--- src/rtl/adder_rr_scheduler.sv ---
// Round-robin scheduler that shares one WIDTH-bit adder between NUM_REQ requesters.
// Each accepted operand pair produces one registered, id-tagged sum on the response port.
module adder_rr_scheduler #(
  parameter int NUM_REQ = 4,
  parameter int WIDTH   = 8
) (
  input  logic                       clk,
  input  logic                       reset,
  input  logic [NUM_REQ-1:0]         req_valid,
  input  logic [NUM_REQ*WIDTH-1:0]   req_a,
  input  logic [NUM_REQ*WIDTH-1:0]   req_b,
  output logic [NUM_REQ-1:0]         req_ready,
  output logic                       rsp_valid,
  input  logic                       rsp_ready,
  output logic [$clog2(NUM_REQ)-1:0] rsp_id,
  output logic [WIDTH:0]             rsp_sum,
  output logic                       busy,
  output logic [15:0]                ops_done
);

  localparam int IDW = $clog2(NUM_REQ);

  typedef enum logic [1:0] {
    IDLE = 2'd0,
    EXEC = 2'd1,
    RESP = 2'd2
  } state_t;

  state_t           state;
  state_t           next_state;
  logic [IDW-1:0]   last;
  logic [IDW-1:0]   op_id;
  logic [WIDTH-1:0] op_a;
  logic [WIDTH-1:0] op_b;
  logic [IDW-1:0]   grant_id;
  logic             grant_found;
  int               idx;

  // Search starts just after the last winner, so the previous grantee has lowest priority.
  always_comb begin
    req_ready   = '0;
    grant_id    = '0;
    grant_found = 1'b0;
    idx         = 0;
    if (state == IDLE && !reset) begin
      for (int k = 1; k <= NUM_REQ; k++) begin
        idx = (int'(last) + k) % NUM_REQ;
        if (!grant_found && req_valid[idx]) begin
          grant_found    = 1'b1;
          req_ready[idx] = 1'b1;
          grant_id       = IDW'(idx);
        end
      end
    end
  end

  always_comb begin
    next_state = state;
    case (state)
      IDLE:    if (grant_found) next_state = EXEC;
      EXEC:    next_state = RESP;
      RESP:    if (rsp_ready) next_state = IDLE;
      default: next_state = IDLE;
    endcase
  end

  assign busy = (state != IDLE);

  always_ff @(posedge clk) begin
    if (reset) begin
      state     <= IDLE;
      last      <= IDW'(NUM_REQ - 1);
      op_id     <= '0;
      op_a      <= '0;
      op_b      <= '0;
      rsp_valid <= 1'b0;
      rsp_id    <= '0;
      rsp_sum   <= '0;
      ops_done  <= '0;
    end else begin
      state <= next_state;
      case (state)
        IDLE: begin
          if (grant_found) begin
            op_a  <= req_a[int'(grant_id)*WIDTH +: WIDTH];
            op_b  <= req_b[int'(grant_id)*WIDTH +: WIDTH];
            op_id <= grant_id;
            last  <= grant_id;
          end
        end
        EXEC: begin
          rsp_sum   <= {1'b0, op_a} + {1'b0, op_b};
          rsp_id    <= op_id;
          rsp_valid <= 1'b1;
        end
        RESP: begin
          if (rsp_ready) begin
            rsp_valid <= 1'b0;
            ops_done  <= ops_done + 16'd1;
          end
        end
        default: ;
      endcase
    end
  end

endmodule

--- config.mk ---
export PLATFORM = sky130hd
export DESIGN_NAME = adder_rr_scheduler
export DESIGN_NICKNAME = d
export VERILOG_FILES = /design/src/rtl/adder_rr_scheduler.sv
export SDC_FILE = /design/constraint.sdc
export NUM_CORES = 1
export LEC_CHECK = 0
export ABC_AREA = 1
export BUFFER_PORTS_ARGS = -buffer_cell sky130_fd_sc_hd__buf_2
export CAP_MARGIN = 20
export CORE_UTILIZATION = 50
export CTS_BUF_LIST = sky130_fd_sc_hd__clkbuf_8
export DETAILED_ROUTE_END_ITERATION = 10
export PLACE_DENSITY = 0.76
export SYNTH_ARGS = -nofsm -noshare
export SYNTH_HDL_FRONTEND = slang
export SYNTH_SLANG_ARGS = --single-unit
--- constraint.sdc ---
create_clock -name clk -period 5.9 [get_ports clk]
set_input_delay 0.59 -clock clk [delete_from_list [all_inputs] [get_ports clk]]
set_output_delay 0.59 -clock clk [all_outputs]
set_load 0.05 [all_outputs]
# [Word level (Yosys, flattened, before mapping)]
# Index checks and enable logic that the tools add are counted.
# W data, S select, Z words.
[word_totals] regBits=50 in_bits=71 out_inout_bits=33
[op_classes] n_addsub=6 magnitude_cmp=8 eq_ne=4 shifts=2 mux=46 bitwise_logic=7 reduce_logical=23
[op_table] op="$shiftx A32 B6 Y8" n=2
[op_table] op="$mux W4" n=8
[op_table] op="$mux W1" n=21
[op_table] op="$add A16 B1 Y16 const B" n=1
[op_table] op="$lt A3 B4 Y1 const B" n=4
[op_table] op="$mux W2" n=7
[op_table] op="$ge A3 B1 Y1 const B" n=4
[op_table] op="$or A4 B4 Y4" n=3
[op_table] op="$add A8 B8 Y9" n=1
[op_table] op="$bmux W1 S2" n=4
[op_table] op="$demux W1 S2" n=4
[op_table] op="$logic_and A1 B1 Y1" n=8
[op_table] op="$reduce_and A2 Y1" n=4
[op_table] op="$reduce_or A2 Y1" n=4
[op_table] op="$pmux W2 S3" n=1
[op_table] op="$add A2 B1 Y2 const B" n=2
[op_table] op="$add A2 B2 Y2 const B" n=2
[op_table] op="$and A1 B1 Y1 const A" n=4
[op_table] op="$logic_not A1 Y1" n=4
[op_table] op="$ne A2 B2 Y1 const B" n=2
[op_table] op="$reduce_bool A2 Y1" n=2
[op_table] op="$eq A2 B1 Y1 const B" n=1
[op_table] op="$eq A2 B2 Y1 const B" n=1
[op_table] op="$logic_not A2 Y1" n=1
[op_table] op="$pmux W1 S2" n=1

# [Logic depth before layout (Yosys ltp)]
# Gate-level depths: netlist of run 1.
[logic_depth] word_depth=22 mapped_depth=16

# [Least setup slack after synthesis of run 1]
# Ideal clock, no wire load.
[synth_path] path_kind="reg2out" startpoint="reg last[0]" endpoint="out req_ready[0]" arrival_time_ns=2.340 required_time_ns=5.310 setup_slack_ns=2.970 path_stages_with_launch=11 path_buffers=1 cell_sequence="dfxtp_1 buf_4 inv_4 ha_1 inv_1 nand3_1 nand2_1 nand4_2 inv_1 nand2_1 a31oi_1"
[synth_via] elab_chain_cells=18 word_cells_on_any_way=67 cone_classes="add/sub: 4; order compare: 8; mux: 34; bitwise: 7; reduce/logical: 14"
[synth_rtl] element="from (decl)" line_no="31" text="logic [IDW-1:0] last;"
[synth_rtl] element="from (signal assigned)" line_no="72" text="last <= IDW'(NUM_REQ - 1);"
[synth_rtl] element="from (signal assigned)" line_no="88" text="last <= grant_id;"
[synth_rtl] element="$add A2 B1 Y2" line_no="47" text="idx = (int'(last) + k) % NUM_REQ;"
[synth_rtl] element="$reduce_or A2 Y1 (no line) or $bmux W1 S2 (tied branches)"
[synth_rtl] element="$and A1 B1 Y1 (no line) or $mux W1 (tied branches)"
[synth_rtl] element="$lt A3 B4 Y1 (not written as such), or another cell as far along" line_no="50" text="req_ready[idx] = 1'b1;"
[synth_rtl] element="$logic_and A1 B1 Y1 (not written as such) or $mux W1 (tied branches)" line_no="50, 48"
[synth_rtl] element="$mux W1, on equally long branches" line_no="50, 45"
[synth_rtl] element="$demux W1 S2 or $logic_not A1 Y1 (tied branches)" line_no="50, 48"
[synth_rtl] element="$mux W4 or $logic_and A1 B1 Y1 (tied branches)" line_no="48" text="if (!grant_found && req_valid[idx]) begin"
[synth_rtl] element="[... 2 more ...]"
[synth_rtl] element="$mux W4 or $logic_not A1 Y1 (tied branches)" line_no="48"
[synth_rtl] element="$mux W4 or $logic_and A1 B1 Y1 (tied branches)" line_no="45, 48"
[synth_rtl] element="$or A4 B4 Y4 (no line) or $mux W1 (tied branches)"
[synth_rtl] element="$mux W4 or $mux W1 (tied branches)" line_no="48, 45"
[synth_rtl] element="$mux W4 or $logic_not A1 Y1 (tied branches)" line_no="45, 48"
[synth_rtl] element="$or A4 B4 Y4 (no line) or $logic_and A1 B1 Y1 (tied branches)"
[synth_rtl] element="$mux W4 *" line_no="48"
[synth_rtl] element="$mux W4 *" line_no="45" text="if (state == IDLE && !reset) begin"
[synth_rtl] element="to (decl)" line_no="12" text="output logic [NUM_REQ-1:0] req_ready,"
# Every way passes the cells marked *; elsewhere a longest branch is shown, timed or not. The select of a mux whose other input is x is not followed.

# [Worst setup path after layout of run 1]
[layout_path] startpoint="reg last[0]" endpoint="reg op_b[3]"
[layout_via] elab_chain_cells=19 word_cells_on_any_way=37 cone_classes="add/sub: 4; shift: 1; mux: 25; reduce/logical: 7"
[layout_rtl] element="$add A2 B1 Y2" line_no="47"
[layout_rtl] element="$bmux W1 S2" line_no="48"
[layout_rtl] element="$mux W1 (not written as such) (2 in series)" line_no="48"
[layout_rtl] element="$mux W1" line_no="48"
[layout_rtl] element="$mux W1" line_no="45"
[layout_rtl] element="$logic_not A1 Y1" line_no="48"
[layout_rtl] element="$logic_and A1 B1 Y1" line_no="48"
[layout_rtl] element="$mux W1" line_no="48"
[layout_rtl] element="[... 2 more ...]"
[layout_rtl] element="$logic_and A1 B1 Y1" line_no="48"
[layout_rtl] element="$mux W1" line_no="48"
[layout_rtl] element="$mux W1" line_no="45"
[layout_rtl] element="$logic_not A1 Y1" line_no="48"
[layout_rtl] element="$logic_and A1 B1 Y1" line_no="48"
[layout_rtl] element="$mux W2 or $mux W1 (tied branches)" line_no="48"
[layout_rtl] element="$mux W2 or $mux W1 (tied branches)" line_no="45"
[layout_rtl] element="$shiftx A32 B6 Y8 or $reduce_and A2 Y1 (tied branches)"
[layout_rtl] element="to (signal assigned)" line_no="86" text="op_b <= req_b[int'(grant_id)*WIDTH +: WIDTH];"
[layout_rtl] element="to (decl)" line_no="34" text="logic [WIDTH-1:0] op_b;"
# Several ways; a longest one is shown, not always the timed one. The select of a mux whose other input is x is not followed.
# A chain may end at the register's enable or synchronous reset.

==> flow_summary.yaml, run 1 <==
synthesis:
  synth_top_family_by_area: "simple AND/OR/NAND/NOR gates"
  ys_ff_latch: 50
  syn-num-nets: 555
  synth_edf_count: 0
  synthTopCellsByArea: "dfxtp_1 (31%), nand3_1 (18%), nand2_1 (11%)"
  synth_top_area_cell: "dfxtp_1"
  synthFlopType: "dfxtp_1"
  ys_warn_count: 0
  syn_area_um2: 3200
  synthAdderAreaFrac_pct: 7.28
  synth.top_cell.area_share_pct: 31.3
  synth-simple-area-share_pct: 38.9
  synth_mux_area_share_pct: 0
  synth_compound_area_share_pct: 11.9
  synth.distinct_cells: 37
  syn-instance-count: 466
  synthTopCellsByCount: "nand3_1 (112), nand2_1 (91), dfxtp_1 (50)"
  synth_most_common_cell: "nand3_1"
  synthXorXnorAreaFrac_pct: 1.64
  ys_async_sr_fraction_pct: 0
  seq_area_frac_synth_pct: 31.3
  syn_area_per_cell_um2: 6.86
floorplanning:
  initial_core_util_pct: 52.7
  ios: 104
  fp.coreArea_um2: 6060
  rows: 28
  dieArea_um2: 6720
  die_h_um: 82.0
  die_w_um: 82.0
critical_path:
  path_class: "reg2reg"
  worstPathMaxFanout: 34
  critPathRequiredTime_ns: 6.10
  arrival_ns: 3.48
  start_kind: "flop"
  crit_path_end_kind: "flop"
  cp-startpoint: "last[0]"
  crit-reg2reg-launch: "last[0]"
min_path:
  worstHoldStart: "op_id[0]"
  hp-class: "reg2reg"
sta:
  setup_viol: 0
  max_freq_mhz: 305
  finalCritPeriodShare_pct: 55.6
  drv_slew: 0
  tns_ns: 0
  tightest_slew_ns: 0.882
  fin_skew_ns: 0.00391
  rsz0062_at_grt: "no"
  hold_viol_final: 0
  fin_crit_ns: 3.28
  slew_headroom_pct: 41.1
  finalWorstSetupSlack_ns: 2.62
global_routing:
  grt_pass1_vias: 2902
  grt_max_degree: 35
  grt_util_met3_pct: 3.00
  grt_pass1_wl_um: 12600
  use_met2_pct: 39.4
  busiest_layer: "met2"
  grt_use_met1_pct: 31.0
  gr-total-overflow: 0
  grt_antenna_before_repair: 0
  grt_use_total_pct: 23.4
power_and_ir_drop:
  power_density_nw_per_um2: 496
  p_leak_nw: 1.97
  worst_ir_drop_vdd_uv: 297
layout:
  postLayoutCoreUtil_pct: 62.2
  fillCellCount: 576
  area_growth_pct: 18.0
  layout.nets: 644
  final_area_um2: 3770
  drive_gt1_share_pct: 24.1
  n_antenna_cell: 0
  fin_cells: 631
cts:
  holdBufCountCts: 0
  clock_path_buffers: 2
  numCtsBuffers: 5
  clock-root-buffer: "clkbuf_8"
  cts_resized: 0
  post_cts.repair.setup_buffers: 0
  tritoncts: "done"
  cts_sinks: 50
  path_clk_slew_ns: 0.09
  cts.htree.levels: 2
  clk_latency_ns: 0.30
placed_design:
  pre_cts_slack_ns: 2.66
  gp_congestion: 0.844
  io_buffers: 103
  hpwl_um: 5800
  place_area_um2: 3680
  dp_cells: 623
detailed_routing:
  drt_iter0_markers: 188
  dr_total_vias: 3331
  wire_per_inst_um: 12.3
  drc: 0
  postRouteWirelength_um: 7760
  vias_per_cell: 5.28
  ant_nets: 0
  drtPass1Iterations: 5
outcome:
  status: "completed"
job:
  cap_violations: 0
==> logic make-up (layout without fill, tap and decap cells) <==
logic type / after synthesis / after routing
fa+ha+maj: 18 / 18
xor+xnor: 6 / 6
flops: 50 / 50
compound gates: 66 / 66
buf+inv: 62 / 152
simple gates: 264 / 264
==> power breakdown <==
part / total, mW / switching, mW / internal [mW] / leakage [nW]
Clock: 0.209 / 0.115 / 0.0945 / 0.0472
Sequential: 0.502 / 0.0716 / 0.430 / 0.410
Combinational: 1.16 / 0.825 / 0.335 / 1.51
==> path summary, 6_finish.rpt <==
| kind | to | slack (ns) | depth (start not counted) |
|---|---|---|---|
| worst max-delay path | op_b[3] | 2.62 | 12 |
| worst min-delay path | op_id[0] | 0.47 | 2 |
| worst max register to register | op_b[3] | 2.62 | 12 |
| worst min register to register | op_id[0] | 0.47 | 2 |
==> registers in the layout, indices dropped and copies added (netlist names) <==
name / count
last: 2
op_a: 8
op_b: 8
op_id: 2
ops_done: 16
rsp_id: 2
rsp_sum: 9
rsp_valid: 1
state: 2
==> stage by stage <==
step	hold WS [ns]	power, mW
2_1_floorplan	0.440	1.48
3_3_place_gp	0.448	1.64
3_5_place_dp	0.454	1.66
4_1_cts	0.471	1.87
5_1_grt	0.486	2.03
6_report	0.467	1.87
==> placed cells by master, fill, tap and decap left out, types with 2 or more instances in the layout <==
| master | Yosys | final |
|---|---|---|
| a21oi_1 | 23 | 23 |
| a22oi_1 | 4 | 4 |
| a31oi_1 | 6 | 6 |
| buf_2 | 7 | 103 |
| clkbuf_8 | 0 | 6 |
| dfxtp_1 | 50 | 50 |
| ha_1 | 17 | 17 |
| inv_1 | 35 | 35 |
| inv_2 | 4 | 4 |
| nand2_1 | 91 | 91 |
| nand2_2 | 7 | 7 |
| nand2_4 | 3 | 3 |
| nand3_1 | 112 | 112 |
| nand3_2 | 4 | 4 |
| nand3b_1 | 2 | 2 |
| nand4_1 | 7 | 7 |
| nor2_1 | 32 | 32 |
| nor3_1 | 2 | 2 |
| o21a_1 | 3 | 3 |
| o21ai_0 | 24 | 24 |
| xnor2_1 | 2 | 2 |
| xor2_1 | 4 | 4 |
==> area by class of cell <==
| cell class | instances | area (um^2) | area share [%] |
|---|---|---|---|
| multi-input cells | 354 | 1910 | 50.6 |
| flip-flops and latches | 50 | 1000 | 26.5 |
| repair buffers | 103 | 515 | 13.7 |
| inverters | 41 | 156 | 4.15 |
| well taps | 75 | 93.8 | 2.49 |
| clock buffers | 6 | 82.6 | 2.19 |
| clock inverters | 2 | 12.5 | 0.332 |
==> critical path, stage by stage (launching register included) <==
cell and delay, ns:
dfxtp_1 0.65, inv_4 0.14, ha_1 0.38, inv_1 0.15, nand3_2 0.12, nand2_4 0.14
nor2_1 0.09, a21oi_4 0.69, nand2_4 0.36, nand2_1 0.15, nand3_1 0.11, nand3_1 0.12
nand2_1 0.05
==> routing by layer <==
metal / wire [um] / up-vias
met4: 71 / 0
met1: 3720 / 1442
met3: 477 / 6
met5: 0 / -
li1: - / 1763
met2: 3490 / 120
No activity file was read; power rests on OpenSTA's default activity.
==> inputs of run 2 (changes only) <==
clock period = 3.3 ns   (was 5.9 ns; I/O delays follow)
==> flow_summary.yaml, run 2 (synthesis gave the netlist of run 1 again) <==
outcome:
  status: "completed"
layout:
  final_cell_mix: "nand3_1 (112), buf_2 (103), nand2_1 (91)"
  layout.nets: 648
  area_growth_pct: 19.4
  final_area_um2: 3820
  fin_cells: 635
  fillCellCount: 595
  largest_registers: "ops_done x16, rsp_sum x9"
  postLayoutCoreUtil_pct: 63.0
  largest-register: "ops_done"
  n_antenna_cell: 0
  mostFrequentLayoutCell: "nand3_1"
  drive_gt1_share_pct: 24.5
  largest_register_ffs: 16
placed_design:
  dp_cells: 627
  place_area_um2: 3710
  hpwl_um: 6010
  pre_cts_slack_ns: 0.626
  io_buffers: 103
  gp_congestion: 0.872
sta:
  tightest_slew_ns: 0.900
  tns_ns: 0
  finalWorstSetupSlack_ns: 0.413
  drv_slew: 0
  slew_headroom_pct: 39.9
  max_freq_mhz: 346
  finalCritPeriodShare_pct: 87.5
  hold_ws_ns: 0.304
  rsz0062_at_grt: "no"
  setup_viol: 0
  fin_skew_ns: 0.00485
  hold_viol_final: 0
  fin_crit_ns: 2.89
power_and_ir_drop:
  power_density_nw_per_um2: 905
  worst_ir_drop_vdd_uv: 512
  pwr-share-seq_pct: 25.5
  p_leak_nw: 1.99
  total_power_mw: 3.46
  pwr-share-comb_pct: 62.0
  switching_power_mw: 1.83
  power.internal_mw: 1.63
  sw_frac_of_total_pct: 52.9
  clock_power_share_pct: 12.5
critical_path:
  max_stage_delay_ns: 0.50
  ff2ff_path_depth: 14
  crit_buf_inv: 5
  path_depth: 11
  critical-path-slowest-cell: "dfxtp_1"
  crit_top_cell: "inv_1"
  critPathRequiredTime_ns: 2.97
  path_class: "reg2out"
  crit_path_end_kind: "output pin"
  start_kind: "flop"
  crit_family: "buffers and inverters"
  arrival_ns: 2.56
  worstPathCellList: "inv_1 > ha_1 > inv_1 > nand3_2 > nand2_4 > inv_2 > nand4_2 > inv_1 > nand2_1 > a31oi_1 > buf_2"
  worstPathMaxFanout: 8
cts:
  clock-root-buffer: "clkbuf_8"
  clk_latency_ns: 0.31
  numCtsBuffers: 5
  cts_resized: 0
  path_clk_slew_ns: 0.09
  post_cts.repair.setup_buffers: 0
  cts.htree.levels: 2
  tritoncts: "done"
  cts_sinks: 50
  holdBufCountCts: 0
  clock_path_buffers: 2
floorplanning:
  initial_core_util_pct: 52.7
  die_w_um: 82.0
  rows: 28
  ios: 104
  dieArea_um2: 6720
  die_h_um: 82.0
  fp.coreArea_um2: 6060
detailed_routing:
  drt_iter0_markers: 116
  dr_total_vias: 3361
  ant_nets: 0
  wire_per_inst_um: 12.5
  postRouteWirelength_um: 7960
  drtPass1Iterations: 4
  drc: 0
  vias_per_cell: 5.29
global_routing:
  grt_pass1_vias: 3061
  gr-total-overflow: 0
  grt_max_degree: 35
  grt_antenna_before_repair: 0
  grt_pass1_wl_um: 13300
  grt_use_total_pct: 25.0
min_path:
  hp-class: "in2reg"
  holdPathStages: 3
job:
  cap_violations: 0
run 2: changes by cell type in the layout (fill, tap and decap cells not counted), sizes merged:
| cell | before | now |
|---|---|---|
| buf | 103 | 107 |
| bufinv | 0 | 1 |
| clkbuf | 6 | 5 |
| clkinv | 2 | 1 |
| inv | 40 | 41 |
run 2: power groups by stage:
stage,Clock (mW),Combinational (mW),Sequential [mW]
after detailed placement,0,2.12,0.894
after CTS,0.439,2.13,0.880
after global routing,0.466,2.40,0.905
final,0.431,2.14,0.882
after global placement,0,2.09,0.889
after floorplan,0,1.56,1.08
run 2: final timing paths:
check	startpoint	to	slack, ns
hold reg to reg	op_id[1]	op_id[1]	0.47
hold / removal	rsp_ready	state[1]	0.30
setup reg to reg	last[1]	op_a[5]	0.56
setup / recovery	last[1]	req_ready[0]	0.41
run 2: metal layers:
| layer | vias up | track usage, % | share of wire [%] |
|---|---|---|---|
| met5 | - | 0 | 0 |
| met2 | 120 | 42.0 | 44 |
| li1 | 1753 | - | - |
| met4 | 0 | 7.89 | 0.98 |
| met1 | 1480 | 33.2 | 48 |
| met3 | 8 | 2.78 | 6.2 |
run 2: layout make-up:
type | count | area [um^2] | share of cell area, %
tap | 75 | 93.8 | 2.46
inverter | 41 | 156 | 4.10
multi-input combinational | 354 | 1910 | 50.0
clock inverter | 3 | 41.3 | 1.08
timing repair buffer | 107 | 546 | 14.3
clock buffer | 5 | 68.8 | 1.80
sequential | 50 | 1000 | 26.2
run 2: worst min-delay path, cell delays in order:
cell and delay (ns):
buf_2 0.09, nand3b_1 0.10, a21oi_1 0.05
==> inputs of run 3 (changes only) <==
CTS_CLUSTER_SIZE = 24   (was not set)
PLACE_DENSITY = 0.79   (was 0.76)
==> flow_summary.yaml, run 3 (synthesis gave the netlist of run 1 again) <==
cts:
  numCtsBuffers: 5
  cts.htree.levels: 2
  clock_path_buffers: 2
  cts_resized: 0
  cts_sinks: 50
  clk_latency_ns: 0.30
  path_clk_slew_ns: 0.09
  holdBufCountCts: 0
  tritoncts: "done"
  post_cts.repair.setup_buffers: 0
  clock-root-buffer: "clkbuf_8"
layout:
  fillCellCount: 590
  mostFrequentLayoutCell: "nand3_1"
  largest_register_ffs: 16
  largest_registers: "ops_done x16, rsp_sum x9"
  layout.nets: 649
  drive_gt1_share_pct: 24.3
  n_antenna_cell: 0
  largest-register: "ops_done"
  fin_cells: 635
  area_growth_pct: 18.6
  final_cell_mix: "nand3_1 (112), buf_2 (103), nand2_1 (91)"
global_routing:
  grt_use_total_pct: 23.5
  grt_pass1_wl_um: 12300
  gr-total-overflow: 0
  grt_pass1_vias: 2841
  grt_max_degree: 35
  grt_antenna_before_repair: 0
placed_design:
  hpwl_um: 5820
  io_buffers: 103
  gp_congestion: 0.890
  dp_cells: 628
critical_path:
  start_kind: "flop"
  r2r_end: "op_b[5]"
  reg2reg_slack_ns: 0.60
  cp-startpoint: "last[1]"
  worstPathMaxFanout: 8
  crit_path_end_kind: "output pin"
  critPathRequiredTime_ns: 2.97
  path_class: "reg2out"
  cp-endpoint: "req_ready[2]"
  crit-reg2reg-launch: "last[1]"
  ff2ff_path_depth: 12
  arrival_ns: 2.55
floorplanning:
  fp.coreArea_um2: 6060
  ios: 104
  dieArea_um2: 6720
  initial_core_util_pct: 52.7
  rows: 28
  die_h_um: 82.0
  die_w_um: 82.0
outcome:
  status: "completed"
power_and_ir_drop:
  p_leak_nw: 1.99
  worst_ir_drop_vdd_uv: 456
  total_power_mw: 3.35
  power_density_nw_per_um2: 885
sta:
  tns_ns: 0
  rsz0062_at_grt: "no"
  hold_viol_final: 0
  slew_headroom_pct: 41.0
  fin_skew_ns: 0.00703
  fin_crit_ns: 2.88
  finalCritPeriodShare_pct: 87.3
  setup_viol: 0
  max_freq_mhz: 347
  drv_slew: 0
  tightest_slew_ns: 0.885
detailed_routing:
  wire_per_inst_um: 12.1
  drtPass1Iterations: 4
  drt_iter0_markers: 183
  postRouteWirelength_um: 7670
  dr_total_vias: 3365
  ant_nets: 0
  drc: 0
  vias_per_cell: 5.30
job:
  cap_violations: 0
min_path:
  hp-class: "in2reg"
==> run 3: cell count changes in the layout (fill, tap and decap cells not counted), sizes merged <==
cell      change
clkinvlp      -1
inv           +1
bufinv        -1
buf           +1
==> run 3: layout make-up <==
| class | instances | area [um^2] | area share (%) |
|---|---|---|---|
| multi-input combinational | 354 | 1910 | 50.4 |
| sequential | 50 | 1000 | 26.4 |
| timing repair buffer | 108 | 553 | 14.6 |
| inverter | 41 | 156 | 4.13 |
| tap | 75 | 93.8 | 2.48 |
| clock buffer | 5 | 68.8 | 1.82 |
| clock inverter | 2 | 7.51 | 0.198 |
==> run 3: critical path, cell delays in order (launching register included) <==
cell and delay (ns):
dfxtp_1 0.51, inv_1 0.21, ha_1 0.37, inv_1 0.14
nand3_1 0.09, nand2_1 0.14, nand4_2 0.17, inv_1 0.14
nand2_1 0.07, a31oi_1 0.12, buf_2 0.28
==> run 3: report_power, final <==
part	leakage, nW	switching (mW)	total [mW]	internal [mW]
Clock	0.0466	0.183	0.323	0.140
Sequential	0.410	0.109	0.879	0.770
Combinational	1.53	1.51	2.15	0.642
Total	1.99	1.80	3.35	1.55
==> run 3: worst min-delay path by stage <==
stage                      start      endpoint  slack (ns)  cells after the start
floorplan               op_id[0]      op_id[0]        0.44                      2
finish                 rsp_ready      state[1]        0.31                      3
detailed placement  ops_done[15]  ops_done[15]        0.45                      2
global route           rsp_ready      state[1]        0.32                      3
global placement    ops_done[15]  ops_done[15]        0.45                      2
CTS                    rsp_ready      state[1]        0.29                      3
==> run 3: routing by layer <==
| layer | GRT usage (%) | up-vias | wire length [um] |
|---|---|---|---|
| met4 | 8.25 | 0 | 93 |
| met5 | 0 | - | 0 |
| met2 | 39.3 | 121 | 3450 |
| met3 | 4.56 | 10 | 490 |
| li1 | - | 1760 | - |
| met1 | 29.8 | 1474 | 3630 |
==> run 3: metrics by stage <==
step	worst slack, ns	utilization [%]	instance area [um^2]	hold WS (ns)
after detailed placement	0.664	61.3	3710	0.452
after global routing	0.250	62.6	3790	0.317
final	0.419	62.6	3790	0.313
after CTS	0.423	62.6	3790	0.294
after floorplan	0.630	-	3200	0.440
after global placement	0.850	61.3	3710	0.448
